File: config.mk
export PLATFORM = sky130hd
export DESIGN_NAME = uart_tx_arbiter
export DESIGN_NICKNAME = d
export VERILOG_FILES = /design/src/rtl/uart_tx_arbiter.sv
export SDC_FILE = /design/constraint.sdc
export NUM_CORES = 1
export LEC_CHECK = 0
export ABC_AREA = 1
export ABC_CLOCK_PERIOD_IN_PS = 1700
export CAP_MARGIN = 25
export CELL_PAD_IN_SITES_DETAIL_PLACEMENT = 2
export CELL_PAD_IN_SITES_GLOBAL_PLACEMENT = 2
export CORE_MARGIN = 2
export CORE_UTILIZATION = 29
export CTS_CLUSTER_SIZE = 8
export DETAILED_ROUTE_END_ITERATION = 12
export DONT_BUFFER_PORTS = 1
export GPL_TIMING_DRIVEN = 1
export PLACE_DENSITY_LB_ADDON = 0.15
export SYNTH_ARGS = -nofsm -noshare
export SYNTH_HDL_FRONTEND = slang
export SYNTH_SLANG_ARGS = --single-unit
File: constraint.sdc
create_clock -name clk -period 1.7 [get_ports clk]
set_input_delay 0.34 -clock clk [delete_from_list [all_inputs] [get_ports clk]]
set_output_delay 0.34 -clock clk [all_outputs]
set_load 0.02 [all_outputs]
File: src/rtl/uart_tx_arbiter.sv
`default_nettype none
// +--------------------------------------------------------------------------+
// | uart_tx_arbiter : round-robin arbiter feeding one UART transmitter.      |
// | Watchdog abort enabled by UART_TX_ARBITER_TIMEOUT_EN.  Rev 1.0           |
// +--------------------------------------------------------------------------+
module uart_tx_arbiter #(
   parameter int N           = 4,
   parameter int W           = 8,
   parameter int TIMEOUT_CYC = 2_000_000
) (
   input  logic                 clk,
   input  logic                 rst_n,
   input  logic [N-1:0]         req,
   input  logic [N*W-1:0]       req_data,
   output logic [N-1:0]         gnt,
   output logic [N-1:0]         done,
   output logic                 start_send,
   output logic [W-1:0]         send_msg_content,
   input  logic                 tx_busy,
   output logic [$clog2(N)-1:0] owner,
   output logic                 busy,
   output logic                 timeout
);

   localparam int OW = $clog2(N);

   typedef enum logic [1:0] {
      S_IDLE  = 2'd0,
      S_START = 2'd1,
      S_WAIT  = 2'd2,
      S_DONE  = 2'd3
   } state_t;

   state_t        r_state;
   logic [OW-1:0] r_last;
   logic          w_found;
   logic [OW-1:0] w_winner;
   logic [OW-1:0] w_sel;
   logic          w_expire;

   // Rotating priority: search upward from the requester after the last owner.
   always_comb begin
      w_found  = 1'b0;
      w_winner = '0;
      w_sel    = '0;
      for (int i = 1; i <= N; i++) begin
         w_sel = OW'((int'(r_last) + i) % N);
         if (!w_found && req[w_sel]) begin
            w_found  = 1'b1;
            w_winner = w_sel;
         end
      end
   end

`ifdef UART_TX_ARBITER_TIMEOUT_EN
   localparam int CW = $clog2(TIMEOUT_CYC + 1);

   logic [CW-1:0] r_wdog;

   assign w_expire = (r_state == S_START || r_state == S_WAIT) &&
                     (r_wdog == CW'(TIMEOUT_CYC - 1));

   always_ff @(posedge clk) begin
      if (!rst_n) begin
         r_wdog  <= '0;
         timeout <= 1'b0;
      end else begin
         timeout <= w_expire;
         if (r_state == S_START || r_state == S_WAIT) begin
            r_wdog <= w_expire ? '0 : r_wdog + 1'b1;
         end else begin
            r_wdog <= '0;
         end
      end
   end
`else
   assign w_expire = 1'b0;
   assign timeout  = 1'b0;
`endif

   always_ff @(posedge clk) begin
      if (!rst_n) begin
         r_state          <= S_IDLE;
         r_last           <= OW'(N - 1);
         start_send       <= 1'b0;
         send_msg_content <= '0;
         gnt              <= '0;
         done             <= '0;
         owner            <= '0;
         busy             <= 1'b0;
      end else begin
         gnt  <= '0;
         done <= '0;
         case (r_state)
            S_IDLE: begin
               if (w_found) begin
                  r_state          <= S_START;
                  owner            <= w_winner;
                  send_msg_content <= req_data[int'(w_winner)*W +: W];
                  gnt              <= N'(1) << w_winner;
                  start_send       <= 1'b1;
                  busy             <= 1'b1;
               end
            end
            S_START: begin
               if (w_expire) begin
                  r_state    <= S_IDLE;
                  start_send <= 1'b0;
                  r_last     <= owner;
                  busy       <= 1'b0;
               end else if (tx_busy) begin
                  r_state    <= S_WAIT;
                  start_send <= 1'b0;
               end
            end
            S_WAIT: begin
               if (w_expire) begin
                  r_state <= S_IDLE;
                  r_last  <= owner;
                  busy    <= 1'b0;
               end else if (!tx_busy) begin
                  r_state <= S_DONE;
                  done    <= N'(1) << owner;
               end
            end
            S_DONE: begin
               r_state <= S_IDLE;
               r_last  <= owner;
               busy    <= 1'b0;
            end
            default: r_state <= S_IDLE;
         endcase
      end
   end

endmodule
`default_nettype wire
==> results of run 1 <==
[worst min path at each step]
stage | from | endpoint | slack (ns) | cells after the start
CTS | rst_n | r_state[1] | 0.20 | 2
global placement | rst_n | busy | 0.48 | 2
global route | rst_n | start_send | 0.21 | 2
finish | rst_n | busy | 0.21 | 2
detailed placement | rst_n | r_state[1] | 0.49 | 2
floorplan | rst_n | busy | 0.48 | 2
[stage by stage]
step / TNS, ns / hold WS, ns / setup WS [ns]
6_report: -0.0946 / 0.209 / -0.0278
5_1_grt: -1.13 / 0.214 / -0.139
4_1_cts: 0 / 0.199 / 0.00243
3_5_place_dp: -0.957 / 0.489 / -0.137
3_3_place_gp: -0.651 / 0.484 / -0.125
2_1_floorplan: 0 / 0.478 / 0.130
[per-layer routing]
layer	share of wire (%)	vias up	wire (µm)
met5	0	-	0
met4	0.25	0	14
met3	5.2	2	288
met2	55	39	3020
met1	40	788	2180
li1	-	791	-
[cell type report]
class,instances,area share (%)
Timing Repair Buffer,20,9.16
Clock buffer,3,1.88
Tap cell,70,3.98
Multi-Input combinational cell,177,55.7
Inverter,30,5.69
Sequential cell,24,22.2
Clock inverter,1,1.37
[cell families (layout without fill, tap and decap cells)]
family                   count (synthesis)  after routing
other                                    1              1
buffers and inverters                   36             54
AND/OR/NAND/NOR                        153            156
adder cells (fa/ha/maj)                  5              5
AO/OA/AOI/OAI                           15             15
flip-flops                              24             24
[timing repair]
| action | CTS | global route |
|---|---|---|
| gates resized for setup | 36 | 63 |
| buffers inserted | 4 | 2 |
| cloned | 5 | 0 |
| endpoints found under the hold margin | 0 | 0 |
| pin swaps | 11 | 25 |
| setup endpoints to repair | 13 | 17 |
| hold buffers | 0 | 0 |
[where the power goes]
group	internal, mW	total (mW)	switching, mW
sequential	0.757	1.11	0.353
clock	0.315	0.503	0.188
combinational	0.975	2.47	1.50
total	2.05	4.09	2.04
[critical path: cells and delay by family, from the launching register on]
kind | cells | cell delay (ns)
buf+inv | 2 | 0.34
flops | 1 | 0.38
simple gates | 10 | 0.90
[cells in the final DEF (no fill, tap or decap), types with 3 or more instances in the layout]
| cell | n |
|---|---|
| nand3b_1 | 4 |
| inv_2 | 3 |
| buf_6 | 7 |
| o21ai_1 | 4 |
| nor2_1 | 10 |
| inv_4 | 3 |
| ha_1 | 5 |
| nand2_4 | 20 |
| nand3_1 | 18 |
| nand3_2 | 26 |
| nand2_2 | 17 |
| dfxtp_1 | 22 |
| a21oi_1 | 4 |
| nand4_1 | 3 |
| clkbuf_8 | 3 |
| inv_1 | 23 |
| nand2_1 | 51 |
| o21ai_0 | 3 |
| nand3_4 | 3 |
| buf_4 | 11 |
[sequential cells by signal, indices dropped and copies added, names as in the netlist]
register and cells:
send_msg_content 8, done 4, gnt 4, owner 2, r_last 2, r_state 2
busy 1, start_send 1
==> impl_results.md, run 1 <==
* Die area at 5930 µm²
* First-pass GRT wire length at 8790 µm
* Fin util at 42.8%
* Crit-path max cell delay at 0.38 ns
* Met3 Use GR at 4.94%
* Post-route minimum period at 1.73 ns
* Reg2Reg Setup Slack at -0.03 ns
* Fin worst setup slack at -0.0278 ns
* Clock tree from TritonCTS: built
* Reg2reg path depth at 12
* CTS root buf: clkbuf_8
* Clk_lat worst skew at 0.26 ns
* Status: complete, but fails checks
* Ant diodes at 0
* HP Class: in -> reg
* CP max FO at 8
* Most Used Layer, Global Route: met2
* Crit path max-delay cell type: dfxtp_4
* Placed insts at 310
* Met2 global-route usage at 34.7%
* Synth Warn # at 0
* Reg-to-reg endpoint: send_msg_content[2]
* Worst VDD drop at 0.640 mV
* Most frequent cells after synthesis: nand2_1, nand3_1, inv_1, dfxtp_1, nor2_1
* Initial core utilization at 30.1%
* CP Launch Type: register
* DRT Pass-1 Iters at 4
* Layout Cells excl Fill at 325
* Setup Skew at 0.000996 ns
* Type of destination of the critical path: register
* Syn nets at 278
* Htree depth at 1
* Xor and xnor area share after synthesis at 0%
* Power, Total at 4.09 mW
* Seq/Total Area, Yosys at 31.1%
* Placement Cell Area at 1690 µm²
* P&R area growth vs syn at 42.3%
* Finish-stage setup viols at 7
* Initial antenna violation count at 0
* Fill cells at 609
* GRT overflow at 0
* Cell seen most often among critical-path stages: nand2_4
* Ports at 60
* RD Place Congestion at 0.761
* Synth area leaders: dfxtp_1, nand2_1, nand3_1
* Post-DRT Antenna Nets at 0
* Fmax at 579 MHz
* Synthesized cell area at 1550 µm²
* Vias per cell at 4.98
* DR WL/cell at 16.9 µm
* Synth cell types at 24
* Finished Cell Area at 2200 µm²
* Clock-pin transition on the worst setup and hold timing paths at 0.09 ns
* Via count at 1620
* Commonest register cell after synthesis: dfxtp_1
* RSZ-0062 raised after global routing: true
* PwrDens at 1860 nW/µm²
* Post-route DRC at 0
* Port Buf Inserts at 0
* FF-to-FF Start: r_last[0]
* Syn_area_per_cell at 6.60 µm²
* Final Hold Viols at 0
* CORE AREA at 5140 µm²
* Vias in the first global route at 1796
* Max-slew violations at 0
* Vert. Die Dim at 77.0 µm
* DRT iter0 DRCs at 46
* Leading area contributor after synthesis: dfxtp_1
* Routed Wire Length at 5500 µm
* Worst EP required at 1.87 ns
* Pleak at 1.03 nW
* Tcrit/Tclk final at 102%
* CTS max path bufs at 2
* Largest family of logic cells by synthesized area: simple AND/OR/NAND/NOR gates
* Post-Synth Simple-Gate Area at 47.9%
* CP endpoint: send_msg_content[2]
* CP Launch Point: r_last[0]
* Nets at 300
* Largest net degree at the start of global routing at 15
* Post-synth top area share at 31.1%
* Cell Rows at 26
* Async S/R FF share, synth at 0%
* Critical path type: reg -> reg
* Adder-Cell Fraction of Synth Area at 4.05%
* Crit path cell chain: buf_6, nand2_4, nand2_4, nand2_4, nand2_4, nor2_8, nand3_4, buf_6, nand3_2, nand3_1, nand3_2, nand2_1
* Die width at 77.0 µm
* Total global-route track usage at 18.3%
* TritonCTS sink count at 24
* Multi-input gate area at 1230 µm²
* Layout cell share with drive strength beyond 1 at 41.2%
* Post-synthesis compound-gate area fraction at 5.91%
* Cells after Synth at 234
* Most frequent cell after synthesis: nand2_1
* Met1 usage at 20.8%
* Detailed placement HPWL at 3690 µm
* CTS Buf Count at 3
* Failing checks: setup timing
* Register area at 488 µm²
* MaxCap Viol Count at 0
* Arr. time, crit path at 1.90 ns
* Synth Register Bits at 24
* Mux cell area share after synthesis at 0%
* EDFF count, synth at 0
Power figures use the tool's default switching activity.
==> inputs of run 2 (changes only) <==
--- a/config.mk
+++ b/config.mk
@@ -10,13 +10,14 @@
 export CAP_MARGIN = 25
 export CELL_PAD_IN_SITES_DETAIL_PLACEMENT = 2
 export CELL_PAD_IN_SITES_GLOBAL_PLACEMENT = 2
-export CORE_MARGIN = 2
+export CORE_ASPECT_RATIO = 0.8
 export CORE_UTILIZATION = 29
 export CTS_CLUSTER_SIZE = 8
 export DETAILED_ROUTE_END_ITERATION = 12
 export DONT_BUFFER_PORTS = 1
 export GPL_TIMING_DRIVEN = 1
 export PLACE_DENSITY_LB_ADDON = 0.15
+export SLEW_MARGIN = 10
 export SYNTH_ARGS = -nofsm -noshare
 export SYNTH_HDL_FRONTEND = slang
 export SYNTH_SLANG_ARGS = --single-unit
==> run 2 against run 1 <==
  * The run still ends with setup timing left
  * Clock-buffer cell count stayed put
  * Worst hold slack worse by 0.041 ns
  * Maximum frequency is 4.5% lower
  * Sequential cell count unchanged
  * Clock skew is 0.0038 ns higher
  * Wire length increased by 15%
  * Critical path type unchanged
  * Highest routed layer unchanged
==> impl_results.md, run 2 (synthesis gave the netlist of run 1 again) <==
* First-pass GRT wire length at 8730 µm
* CP max FO at 7
* Detailed placement HPWL at 3750 µm
* Power, Total at 4.31 mW
* Initial core utilization at 30.5%
* Clock tree from TritonCTS: built
* Setup Skew at 0.00480 ns
* Ant diodes at 0
* Register area at 488 µm²
* Initial antenna violation count at 0
* Fill cells at 587
* WP buf/inv at 3
* Max reg flops at 8
* Vert. Die Dim at 67.3 µm
* Nets at 309
* Finish-stage setup viols at 14
* Clock-pin transition on the worst setup and hold timing paths at 0.10 ns
* Post-route DRC at 0
* Vias in the first global route at 1783
* Setup tns final at -0.870 ns
* Fmax at 553 MHz
* Die width at 83.6 µm
* P&R area growth vs syn at 43.3%
* Tcrit/Tclk final at 106%
* Routed Wire Length at 6330 µm
* RD Place Congestion at 0.708
* Layout cell share with drive strength beyond 1 at 40.9%
* Crit path max-delay cell type: dfxtp_4
* CORE AREA at 5060 µm²
* Pleak at 1.08 nW
* Final Hold Viols at 0
* Total global-route track usage at 19.7%
* Top Registers: send_msg_content: 8 flops, done: 4 flops, gnt: 4 flops
* Port Buf Inserts at 0
* Worst EP required at 1.93 ns
* GRT overflow at 0
* CP top delay family: simple AND/OR/NAND/NOR gates
* HP Class: in -> reg
* Vias per cell at 5.18
* Cell Rows at 23
* DR WL/cell at 19.4 µm
* Max-slew violations at 0
* Worst VDD drop at 0.637 mV
* Top reg by flops: send_msg_content
* CTS max path bufs at 2
* MaxCap Viol Count at 0
* Fin worst setup slack at -0.109 ns
* Crit path cell chain: buf_8, nand2_1, nand3_2, nand2_2, buf_4, nand3_4, nand2_4, nor2_4, buf_12, nand3_2, nand2_2
* Htree depth at 1
* Hold Buf Count CTS at 0
* Type of destination of the critical path: register
* PwrDens at 1950 nW/µm²
* Worst hold slack at 0.167 ns
* Clk_lat worst skew at 0.28 ns
* DRT iter0 DRCs at 36
* Critical path type: reg -> reg
* Most common cell after layout, fill and taps aside: nand2_1
* Largest net degree at the start of global routing at 15
* Arr. time, crit path at 2.04 ns
* Crit-path max cell delay at 0.39 ns
* Status: complete, but fails checks
* CTS Buf Count at 3
* Dpl ws at -0.142 ns
* Most frequent cells in the layout: nand2_1, nand3_1, inv_1, nand2_4, dfxtp_1
* Failing checks: setup timing
* DRT Pass-1 Iters at 4
* Multi-input gate area at 1190 µm²
* TritonCTS sink count at 24
* Post-route minimum period at 1.81 ns
* RSZ-0062 raised after global routing: true
* Via count at 1688
* CTS root buf: clkbuf_8
* Ports at 60
* Die area at 5630 µm²
* Post-DRT Antenna Nets at 0
* CP Launch Type: register
==> run 2: routing by layer <==
layer | share of wire (%) | up-vias | GRT usage (%)
met2 | 50 | 39 | 35.0
met5 | 0 | - | 0
met4 | 1.7 | 0 | 4.87
met3 | 3.4 | 9 | 4.28
li1 | - | 811 | -
met1 | 45 | 829 | 24.7
==> run 2: final timing paths <==
path	endpoint	startpoint	depth (start not counted)	slack [ns]
setup reg to reg	send_msg_content[5]	r_last[0]	11	-0.11
hold reg to reg	send_msg_content[4]	send_msg_content[4]	2	0.56
hold / removal	r_state[1]	rst_n	2	0.17
setup / recovery	send_msg_content[5]	r_last[0]	11	-0.11
==> run 2: layout make-up <==
| class | instances | area share (%) |
|---|---|---|
| Sequential cell | 24 | 22.0 |
| Tap cell | 62 | 3.50 |
| Clock inverter | 1 | 1.36 |
| Timing Repair Buffer | 28 | 12.0 |
| Inverter | 30 | 5.42 |
| Multi-Input combinational cell | 178 | 53.8 |
| Clock buffer | 3 | 1.86 |
==> run 2: timing repair <==
action,4_1_cts,5_1_grt
gates resized for setup,34,61
cloned,4,1
buffers inserted,5,3
pin swaps,8,23
endpoints found under the setup margin,16,18
==> run 2: through the flow <==
| step | cell area, µm² | utilization, % | std cells |
|---|---|---|---|
| global route | 2210 | 43.7 | 326 |
| detailed placement | 1740 | 34.3 | 309 |
| CTS | 1980 | 39.2 | 322 |
| global placement | 1740 | 34.3 | 309 |
| floorplan | 1550 | - | 234 |
| finish | 2210 | 43.7 | 326 |
==> run 2: power by group <==
group	internal [mW]	total, mW	switching [mW]
clock	0.316	0.527	0.211
combinational	1.06	2.67	1.61
sequential	0.757	1.11	0.353
total	2.13	4.31	2.18
